**config.mk**
```make
export PLATFORM = sky130hd
export DESIGN_NAME = snake_game_ctrl
export DESIGN_NICKNAME = d
export VERILOG_FILES = /design/src/rtl/snake_game_ctrl.sv
export SDC_FILE = /design/constraint.sdc
export NUM_CORES = 1
export LEC_CHECK = 0
export BUFFER_PORTS_ARGS = -buffer_cell sky130_fd_sc_hd__buf_4
export CORE_AREA = 2 2 124 126
export CTS_BUF_LIST = sky130_fd_sc_hd__clkbuf_8
export CTS_CLUSTER_DIAMETER = 200
export DETAILED_ROUTE_END_ITERATION = 16
export DIE_AREA = 0 0 126 128
export GPL_TIMING_DRIVEN = 0
export PLACE_DENSITY_LB_ADDON = 0.12
export SETUP_SLACK_MARGIN = 0.4
export SKIP_CTS_REPAIR_TIMING = 1
export SYNTH_ARGS = -nofsm -noshare
export SYNTH_HDL_FRONTEND = slang
export SYNTH_SLANG_ARGS = --single-unit
```
**constraint.sdc**
```tcl
create_clock -name clk -period 4.59 [get_ports clk]
set_clock_uncertainty 0.15 [all_clocks]
set_input_delay 0 -clock clk [delete_from_list [all_inputs] [get_ports clk]]
set_output_delay 0 -clock clk [all_outputs]
set_load 0.01 [all_outputs]
```
**src/rtl/snake_game_ctrl.sv**
```systemverilog
// Game sequencer for the snake: button arbitration into a reversal-safe
// 2-entry direction queue, move tick generation, game FSM and apple handshake.
module snake_game_ctrl #(
  parameter int TICK_DIV = 4000000,
  parameter int MAX_LEN  = 16,
  parameter int SCORE_W  = 8
) (
  input  logic                       clk,
  input  logic                       reset,
  input  logic                       l,
  input  logic                       r,
  input  logic                       u,
  input  logic                       d,
  input  logic                       start,
  input  logic                       hit_border,
  input  logic                       hit_self,
  input  logic                       apple_eaten,
  input  logic                       apple_ack,
  output logic                       apple_req,
  output logic                       move,
  output logic [3:0]                 direction,
  output logic [$clog2(MAX_LEN):0]   snake_len,
  output logic [SCORE_W-1:0]         score,
  output logic                       running,
  output logic                       game_over,
  output logic [1:0]                 state
);

  localparam int LEN_W = $clog2(MAX_LEN) + 1;
  localparam int CNT_W = (TICK_DIV > 1) ? $clog2(TICK_DIV) : 1;
  localparam logic [3:0] DIR_RIGHT = 4'b0010;

  typedef enum logic [1:0] {
    IDLE       = 2'b00,
    RUN        = 2'b01,
    WAIT_APPLE = 2'b10,
    OVER       = 2'b11
  } state_t;

  state_t             state_q, state_d;
  logic [CNT_W-1:0]   cnt_q, cnt_d;
  logic [3:0]         dir_q, dir_d;
  logic [3:0]         qe0_q, qe0_d, qe1_q, qe1_d;
  logic [1:0]         qcnt_q, qcnt_d;
  logic [LEN_W-1:0]   len_q, len_d;
  logic [SCORE_W-1:0] score_q, score_d;
  logic               move_q, move_d;
  logic               req_q, req_d;
  logic               running_q, running_d;
  logic               over_q, over_d;
  logic               start_q, start_d;
  logic [3:0]         btn_q, btn_d;

  logic [3:0] rise, win, ref_dir, ref_opp;
  logic       start_edge, active, tick, collide;

  always_comb begin
    btn_d      = {d, u, r, l};
    start_d    = start;
    rise       = btn_d & ~btn_q;
    start_edge = start & ~start_q;
    active     = (state_q == RUN) || (state_q == WAIT_APPLE);
    tick       = (cnt_q == CNT_W'(TICK_DIV - 1));
    collide    = hit_border | hit_self;

    // Bit order {d,u,r,l} matches the one-hot direction code, so the lowest set bit wins
    win = 4'b0000;
    if (rise[0])      win = 4'b0001;
    else if (rise[1]) win = 4'b0010;
    else if (rise[2]) win = 4'b0100;
    else if (rise[3]) win = 4'b1000;

    state_d = state_q;
    cnt_d   = cnt_q;
    dir_d   = dir_q;
    qe0_d   = qe0_q;
    qe1_d   = qe1_q;
    qcnt_d  = qcnt_q;
    len_d   = len_q;
    score_d = score_q;
    move_d  = 1'b0;
    req_d   = req_q;
    ref_dir = dir_q;
    ref_opp = 4'b0000;

    if (!active) begin
      if (start_edge) begin
        state_d = RUN;
        cnt_d   = '0;
        qcnt_d  = 2'd0;
        qe0_d   = 4'b0000;
        qe1_d   = 4'b0000;
        score_d = '0;
        len_d   = LEN_W'(1);
        dir_d   = DIR_RIGHT;
      end
    end else if (collide) begin
      state_d = OVER;
      req_d   = 1'b0;
      cnt_d   = '0;
    end else begin
      cnt_d = tick ? '0 : cnt_q + 1'b1;
      if (tick) begin
        move_d = 1'b1;
        if (qcnt_q != 2'd0) begin
          dir_d  = qe0_q;
          qe0_d  = qe1_q;
          qcnt_d = qcnt_q - 2'd1;
        end
      end

      // A push in the same cycle as a pop is judged against the post-pop queue
      ref_dir = (qcnt_d == 2'd0) ? dir_d : ((qcnt_d == 2'd1) ? qe0_d : qe1_d);
      ref_opp = {ref_dir[2], ref_dir[3], ref_dir[0], ref_dir[1]};
      if ((win != 4'b0000) && (qcnt_d != 2'd2) && (win != ref_dir) && (win != ref_opp)) begin
        if (qcnt_d == 2'd0) qe0_d = win;
        else                qe1_d = win;
        qcnt_d = qcnt_d + 2'd1;
      end

      if (state_q == RUN) begin
        if (apple_eaten) begin
          if (score_q != '1)               score_d = score_q + 1'b1;
          if (len_q < LEN_W'(MAX_LEN))     len_d   = len_q + 1'b1;
          req_d   = 1'b1;
          state_d = WAIT_APPLE;
        end
      end else if (apple_ack) begin
        req_d   = 1'b0;
        state_d = RUN;
      end
    end

    running_d = (state_d == RUN) || (state_d == WAIT_APPLE);
    over_d    = (state_d == OVER);
  end

  always_ff @(posedge clk or negedge reset) begin
    if (!reset) begin
      state_q   <= IDLE;
      cnt_q     <= '0;
      dir_q     <= DIR_RIGHT;
      qe0_q     <= 4'b0000;
      qe1_q     <= 4'b0000;
      qcnt_q    <= 2'd0;
      len_q     <= LEN_W'(1);
      score_q   <= '0;
      move_q    <= 1'b0;
      req_q     <= 1'b0;
      running_q <= 1'b0;
      over_q    <= 1'b0;
      start_q   <= 1'b0;
      btn_q     <= 4'b0000;
    end else begin
      state_q   <= state_d;
      cnt_q     <= cnt_d;
      dir_q     <= dir_d;
      qe0_q     <= qe0_d;
      qe1_q     <= qe1_d;
      qcnt_q    <= qcnt_d;
      len_q     <= len_d;
      score_q   <= score_d;
      move_q    <= move_d;
      req_q     <= req_d;
      running_q <= running_d;
      over_q    <= over_d;
      start_q   <= start_d;
      btn_q     <= btn_d;
    end
  end

  assign state     = state_q;
  assign direction = dir_q;
  assign snake_len = len_q;
  assign score     = score_q;
  assign move      = move_q;
  assign apple_req = req_q;
  assign running   = running_q;
  assign game_over = over_q;

endmodule
```
Yosys cells after proc, flatten, opt, wreduce, memory -nomap -nowiden:

Cells that the tools add are included.

* $add $sub $neg: 5
* $mul: 0
* divide/modulo/power cells: 0
* magnitude comparators: 1
* equality and inequality tests: 19
* shifts and indexed selects: 0
* muxes and demuxes: 63
* bitwise operators: 5
* reductions and logical operators: 15

Operator list (count)
* $mux 4: 26
* $mux 22: 4
* $mux 8: 6
* $mux 5: 6
* $mux 2: 14
* $add 22x1->22 const B: 1
* $eq 22x22->1 const B: 1
* $reduce_and 5->1: 2
* $add 8x1->8 const B: 1
* $ne 2x1->1 const B: 4
* $ne 2x2->1 const B: 4
* $ne 4x4->1: 2
* $ne 8x8->1 const B: 1
* $mux 1: 7
* $eq 2x1->1 const B: 3
* $eq 2x2->1 const B: 3
* $add 5x1->5 const B: 1
* $lt 5x5->1 const B: 1
* $and 4x4->4: 1
* $not 4->4: 1
* $reduce_and 4->1: 1
* $reduce_bool 2->1: 2
* $reduce_bool 4->1: 1
* $logic_and 1x1->1: 3
* other kinds (11): 12

* bits in registers: 60
* latch bits: 0
* RAM bits: 0
* ROM bits: 0
* input port bits: 11
* memories: 0

Depth between registers and ports, before layout:

* depth in word-level cells: 14
* depth in mapped cells: 17
* mapped depth without buffers: 16

Worst setup path before layout:

Ideal clock, no wire load.

* kind: flip-flop to flip-flop
* from: register cnt_q[0]
* to: register qe0_q[3]
* library setup time: 0.121 ns
* data arrival time: 3.215 ns
* slack: 1.104 ns
* cell stages (with the launch flop): 18
* buffers on the path: 2
* clock period less this slack: 3.486 ns
* path through: dfrtp_1 -> ha_1 -> and3_1 -> and4_1 -> nand2_1 -> clkbuf_1 -> nand2_1 -> nand2_1 -> inv_1 -> ha_1 -> clkbuf_8 -> inv_1 -> mux2i_1 -> mux2i_1 -> a2111oi_4 -> a21oi_4 -> a21o_1 -> a22o_1

* word-level cells in the longest chain between the ends: 13
* elaborated cells on any way between the ends: 24
* classes of those cells: eq/ne: 5; mux: 15; reduce/logical: 4

RTL lines
* start, declared: line 41 `logic [CNT_W-1:0] cnt_q, cnt_d;`
* start signal, assigned: line 156 `cnt_q <= cnt_d;`
* $eq 22x22->1 (*): line 63 `tick = (cnt_q == CNT_W'(TICK_DIV - 1));`
* $mux 2: line 103 `if (tick) begin`
* $mux 2: line 97 `end else if (collide) begin`
* $mux 2: line 86 `if (!active) begin`
* $eq 2x1->1: line 113 `ref_dir = (qcnt_d == 2'd0) ? dir_d : ((qcnt_d == 2'd1) ? qe0_d : qe1_d);`
* $mux 4 (2 in a row): line 113
* $ne 4x4->1: line 115 `if ((win != 4'b0000) && (qcnt_d != 2'd2) && (win != ref_dir) && (win != ref_opp)) begin`
* $logic_and 1x1->1 (2 in a row): line 115
* $mux 4 (*): line 115
* $mux 4 (*): line 97
* $mux 4 (*): line 86
* end signal, assigned: line 158 `qe0_q <= qe0_d;`
* end, declared: line 43 `logic [3:0] qe0_q, qe0_d, qe1_q, qe1_d;`

Every way passes the cells marked *; elsewhere a longest branch is shown, timed or not. The select of a mux whose other input is x is not followed.
A chain may end at the register's enable or synchronous reset.

Worst setup path in the final report:

Same ends and word-level chain as after synthesis.

==> results.env <==
SYNTH-SEQ-CELLS=60
CTS_BUFFERS=9
DESIGN_AREA_SQ_MM=0.00448
ROUTED_WIRE_LENGTH_MM=9.54
FP.COREAREA_SQ_MM=0.0149
SYNTH.CELL_AREA_SQ_MM=0.00365
POST_SYNTH_NUM_CELL_TYPES=64
R2R-END='qe0_q[3]'
SYN_TO_FINAL_GROWTH_PCT=22.7
TIMING.FINAL.CRIT_PERIOD_NS=3.80
HPWLAFTERDP_MM=6.60
DPL-INSTANCE-AREA_SQ_MM=0.00413
ROUTED_VIA_DENSITY=4.74
DRC=0
CTS_BUFFER_DEPTH=2
POSTSYNTH.ASYNCRESETSHARE_PCT=100
SWITCH_SHARE_PCT=38.8
SYNTH_SEQUENTIAL_AREA_RATIO_PCT=41.2
SHARE_OF_CELLS_ABOVE_DRIVE_STRENGTH_1_PCT=18.1
SYNTH_NETS=407
DIODES=0
GRT_PASS1_VIAS=2964
CLOCKROOTBUFFER='sky130_fd_sc_hd__clkbuf_8'
PORT_BUFFERS=33
WORST-R2R-SETUP-SLACK_NS=0.79
OVERFLOW=0
SYNTH_WARNINGS=0
CRITICAL_PATH_AT_NS=3.90
FIRST_ITER_VIOLATIONS=150
INTERNAL_POWER_uW=1310
TIMING.CRITICAL_PATH.FROM_TYPE='flop'
HOLD_CLASS='in2async'
SYNTH_FLOP_CELL='sky130_fd_sc_hd__dfrtp_1'
FINAL-SETUP-VIOL-COUNT=0
FLOORPLAN.INITIALDENSITY_PCT=24.5
OVERALL_DIE_AREA_SQ_MM=0.0161
HOLD_VIOL=0
PATH_CLASS='reg2reg'
NUMBER_OF_FLOPS_MAPPED_TO_ENABLE_CELLS_BY_YOSYS=0
RR_STARTPOINT='cnt_q[0]'
PEAKVDDDROP_uV=183
FLOORPLAN.ROWS=45
NUMCLOCKSINKS=60
MULTI_INPUT_GATE_AREA_IN_THE_FINAL_LAYOUT_SQ_MM=0.00198
SEQUENTIAL_CELL_AREA_SQ_MM=0.00150
FIRST_PASS_ITERS=4
REG2REG_DEPTH=15
NUMBER_OF_ANTENNA_VIOLATIONS_AT_THE_FIRST_CHECK_IN_GLOBAL_ROUTING=0
SEQPWRFRAC_PCT=33.2
SYNTH_AREA_PER_CELL_SQ_UM=9.43
POWER_PER_CELL_AREA_mW_PER_MM2=479
SETUP_TNS_NS=0
CLK_PIN_SLEW_WORST_PATHS_NS=0.08
PLACE.GP.CONGESTION=0.809
DETAILROUTE.VIA_COUNT=3017
P_LEAK_uW=0.00191
RELSLEWSLACK_PCT=43.9
RSZ0062_AT_GRT='false'
GRT_PASS1_WL_MM=16.0
CLKLATENCYLATEPIN_NS=0.36
MAX_SLEW.WORST_PIN.SLEW_NS=0.842
DATA_REQUIRED_TIME_OF_THE_WORST_PATH_NS=4.69
FINAL.PERIOD_UTILIZATION_PCT=82.7
P_SWITCHING_uW=831
CTS_HTREE_LEVELS=3
OUTCOME='finished, final reports clean'
FMAX_GHz=0.263
SETUP.WORST_PATH.END_CLASS='flop'
GLOBAL_ROUTE.USAGE.TOTAL_PCT=12.6
CLK_NETWORK_PWR_SHARE_PCT=25.7
POWER.COMBINATIONAL.FRACTION_PCT=41.2
WL_PER_CELL_MICRONS=15.0
NETS=463
TRITONCTS='done'
DIE_WIDTH_MICRONS=126
MAX_CAP_VIOL_COUNT=0
SYNTH_CELLS=387
BOUNDARYPINS=34
WORSTPATHMAXFANOUT=10
GRT_START_MAX_NET_PINS=61
POSTROUTEANTENNANETS=0
DIE_H_MICRONS=128
FILL_CELLS=1590
MAXSLEWVIOLCOUNT=0
## state kept, by name, summed over array words and instances (netlist names)
name       cells
game_over      1
move           1
running        1
state          2
qe1_q          4
qcnt_q         2
apple_req      1
start_q        1
score          8
snake_len      5
cnt_q         22
direction      4
btn_q          4
qe0_q          4
## per-layer routing
layer | track usage, % | vias to the layer above | routed length [microns] | part of all wire [%]
met5 | 0 | - | 0 | 0
met4 | 5.30 | 0 | 134 | 1.4
met3 | 3.01 | 8 | 315 | 3.3
met2 | 19.0 | 54 | 4230 | 44
met1 | 17.2 | 1451 | 4860 | 51
li1 | - | 1504 | - | -
## critical path: stages, from the launching register on
cell and delay (ns):
sky130_fd_sc_hd__dfrtp_1 0.41, sky130_fd_sc_hd__ha_1 0.24, sky130_fd_sc_hd__and3_1 0.24, sky130_fd_sc_hd__and4_1 0.23, sky130_fd_sc_hd__nand2_1 0.10, sky130_fd_sc_hd__clkbuf_2 0.24, sky130_fd_sc_hd__nand2_1 0.08, sky130_fd_sc_hd__nand2_1 0.12
sky130_fd_sc_hd__ha_1 0.27, sky130_fd_sc_hd__o21ai_4 0.12, sky130_fd_sc_hd__a221oi_1 0.31, sky130_fd_sc_hd__a311oi_2 0.11, sky130_fd_sc_hd__a2111oi_4 0.51, sky130_fd_sc_hd__a21oi_4 0.16, sky130_fd_sc_hd__a21o_1 0.19, sky130_fd_sc_hd__a22o_1 0.20
## placed cells by master (no fill, tap or decap), types with 11 or more instances in the layout
master / instances
sky130_fd_sc_hd__dlygate4sd3_1: 12
sky130_fd_sc_hd__nand3_1: 17
sky130_fd_sc_hd__o21ai_0: 29
sky130_fd_sc_hd__xor2_1: 16
sky130_fd_sc_hd__clkbuf_8: 12
sky130_fd_sc_hd__nor2_1: 27
sky130_fd_sc_hd__inv_1: 11
sky130_fd_sc_hd__nor3_1: 22
sky130_fd_sc_hd__xnor2_1: 12
sky130_fd_sc_hd__buf_4: 35
sky130_fd_sc_hd__mux2i_1: 14
sky130_fd_sc_hd__dfrtp_1: 58
sky130_fd_sc_hd__a21oi_1: 15
sky130_fd_sc_hd__nand2_1: 45
## worst max path at each step
| stage | depth (start not counted) | endpoint | startpoint | slack, ns |
|---|---|---|---|---|
| 6_report | 15 | qe0_q[3] | cnt_q[0] | 0.79 |
| 5_1_grt | 15 | qe0_q[3] | cnt_q[0] | 0.55 |
| 4_1_cts | 12 | qe0_q[3] | cnt_q[15] | 0.62 |
| 3_5_place_dp | 12 | qe0_q[3] | cnt_q[15] | 0.63 |
| 3_3_place_gp | 15 | qe0_q[3] | cnt_q[0] | 0.59 |
| 2_1_floorplan | 17 | qe0_q[3] | cnt_q[0] | 1.10 |
## final cells by class
class | instances | area share (%)
inverter | 10 | 0.839
sequential | 60 | 33.6
clock inverter | 6 | 1.76
tap | 188 | 5.26
buffer | 18 | 3.05
multi-input combinational | 299 | 44.2
clock buffer | 10 | 3.08
timing repair buffer | 45 | 8.22
## Yosys cell counts, types with 4 or more instances
| cell type | number | area [sq um] |
|---|---|---|
| sky130_fd_sc_hd__clkbuf_1 | 8 | 30.0 |
| sky130_fd_sc_hd__xnor2_1 | 12 | 105 |
| sky130_fd_sc_hd__a21o_1 | 4 | 30.0 |
| sky130_fd_sc_hd__nand2_1 | 45 | 169 |
| sky130_fd_sc_hd__xor2_1 | 16 | 140 |
| sky130_fd_sc_hd__nand2b_1 | 6 | 37.5 |
| sky130_fd_sc_hd__mux2i_1 | 14 | 140 |
| sky130_fd_sc_hd__inv_1 | 10 | 37.5 |
| sky130_fd_sc_hd__and3_1 | 4 | 25.0 |
| sky130_fd_sc_hd__nor3_1 | 22 | 110 |
| sky130_fd_sc_hd__a21oi_1 | 15 | 75.1 |
| sky130_fd_sc_hd__nor2_1 | 27 | 101 |
| sky130_fd_sc_hd__nand3_1 | 17 | 85.1 |
| sky130_fd_sc_hd__dfrtp_1 | 58 | 1450 |
| sky130_fd_sc_hd__nand4_1 | 9 | 56.3 |
| sky130_fd_sc_hd__ha_1 | 9 | 113 |
| sky130_fd_sc_hd__a22o_1 | 9 | 78.8 |
| sky130_fd_sc_hd__o31ai_1 | 4 | 30.0 |
| sky130_fd_sc_hd__o21ai_0 | 30 | 150 |
| sky130_fd_sc_hd__or2_2 | 4 | 25.0 |
| sky130_fd_sc_hd__o21ai_1 | 4 | 20.0 |
## metrics by stage
step                utilization [%]  hold slack, ns  instances  setup slack [ns]  power (uW)
global route                   30.1           0.134        636             0.552        2310
global placement               27.8         -0.0303        608             0.588        1600
CTS                            29.3          -0.425        624             0.617        2160
floorplan                         -          -0.446        387              1.10        1310
detailed placement             27.8         -0.0298        608             0.631        1600
finish                         30.1           0.146        636             0.793        2140
## power groups by stage
stage | registers, uW | clock network, uW | logic, uW
3_3_place_gp | 721 | 0 | 879
2_1_floorplan | 728 | 0 | 585
6_report | 710 | 550 | 882
4_1_cts | 711 | 568 | 882
3_5_place_dp | 720 | 0 | 876
5_1_grt | 727 | 593 | 993
## logic make-up (layout without fill, tap and decap cells)
| logic type | count (synthesis) | in the layout | synth area share, % |
|---|---|---|---|
| compound gates | 88 | 88 | 17.1 |
| xor+xnor | 28 | 28 | 6.72 |
| fa+ha+maj | 9 | 9 | 3.09 |
| buf+inv | 28 | 89 | 4.73 |
| flops | 60 | 60 | 41.2 |
| mux | 14 | 14 | 3.84 |
| simple gates | 160 | 160 | 23.3 |
(Power assumes the default switching activity.)
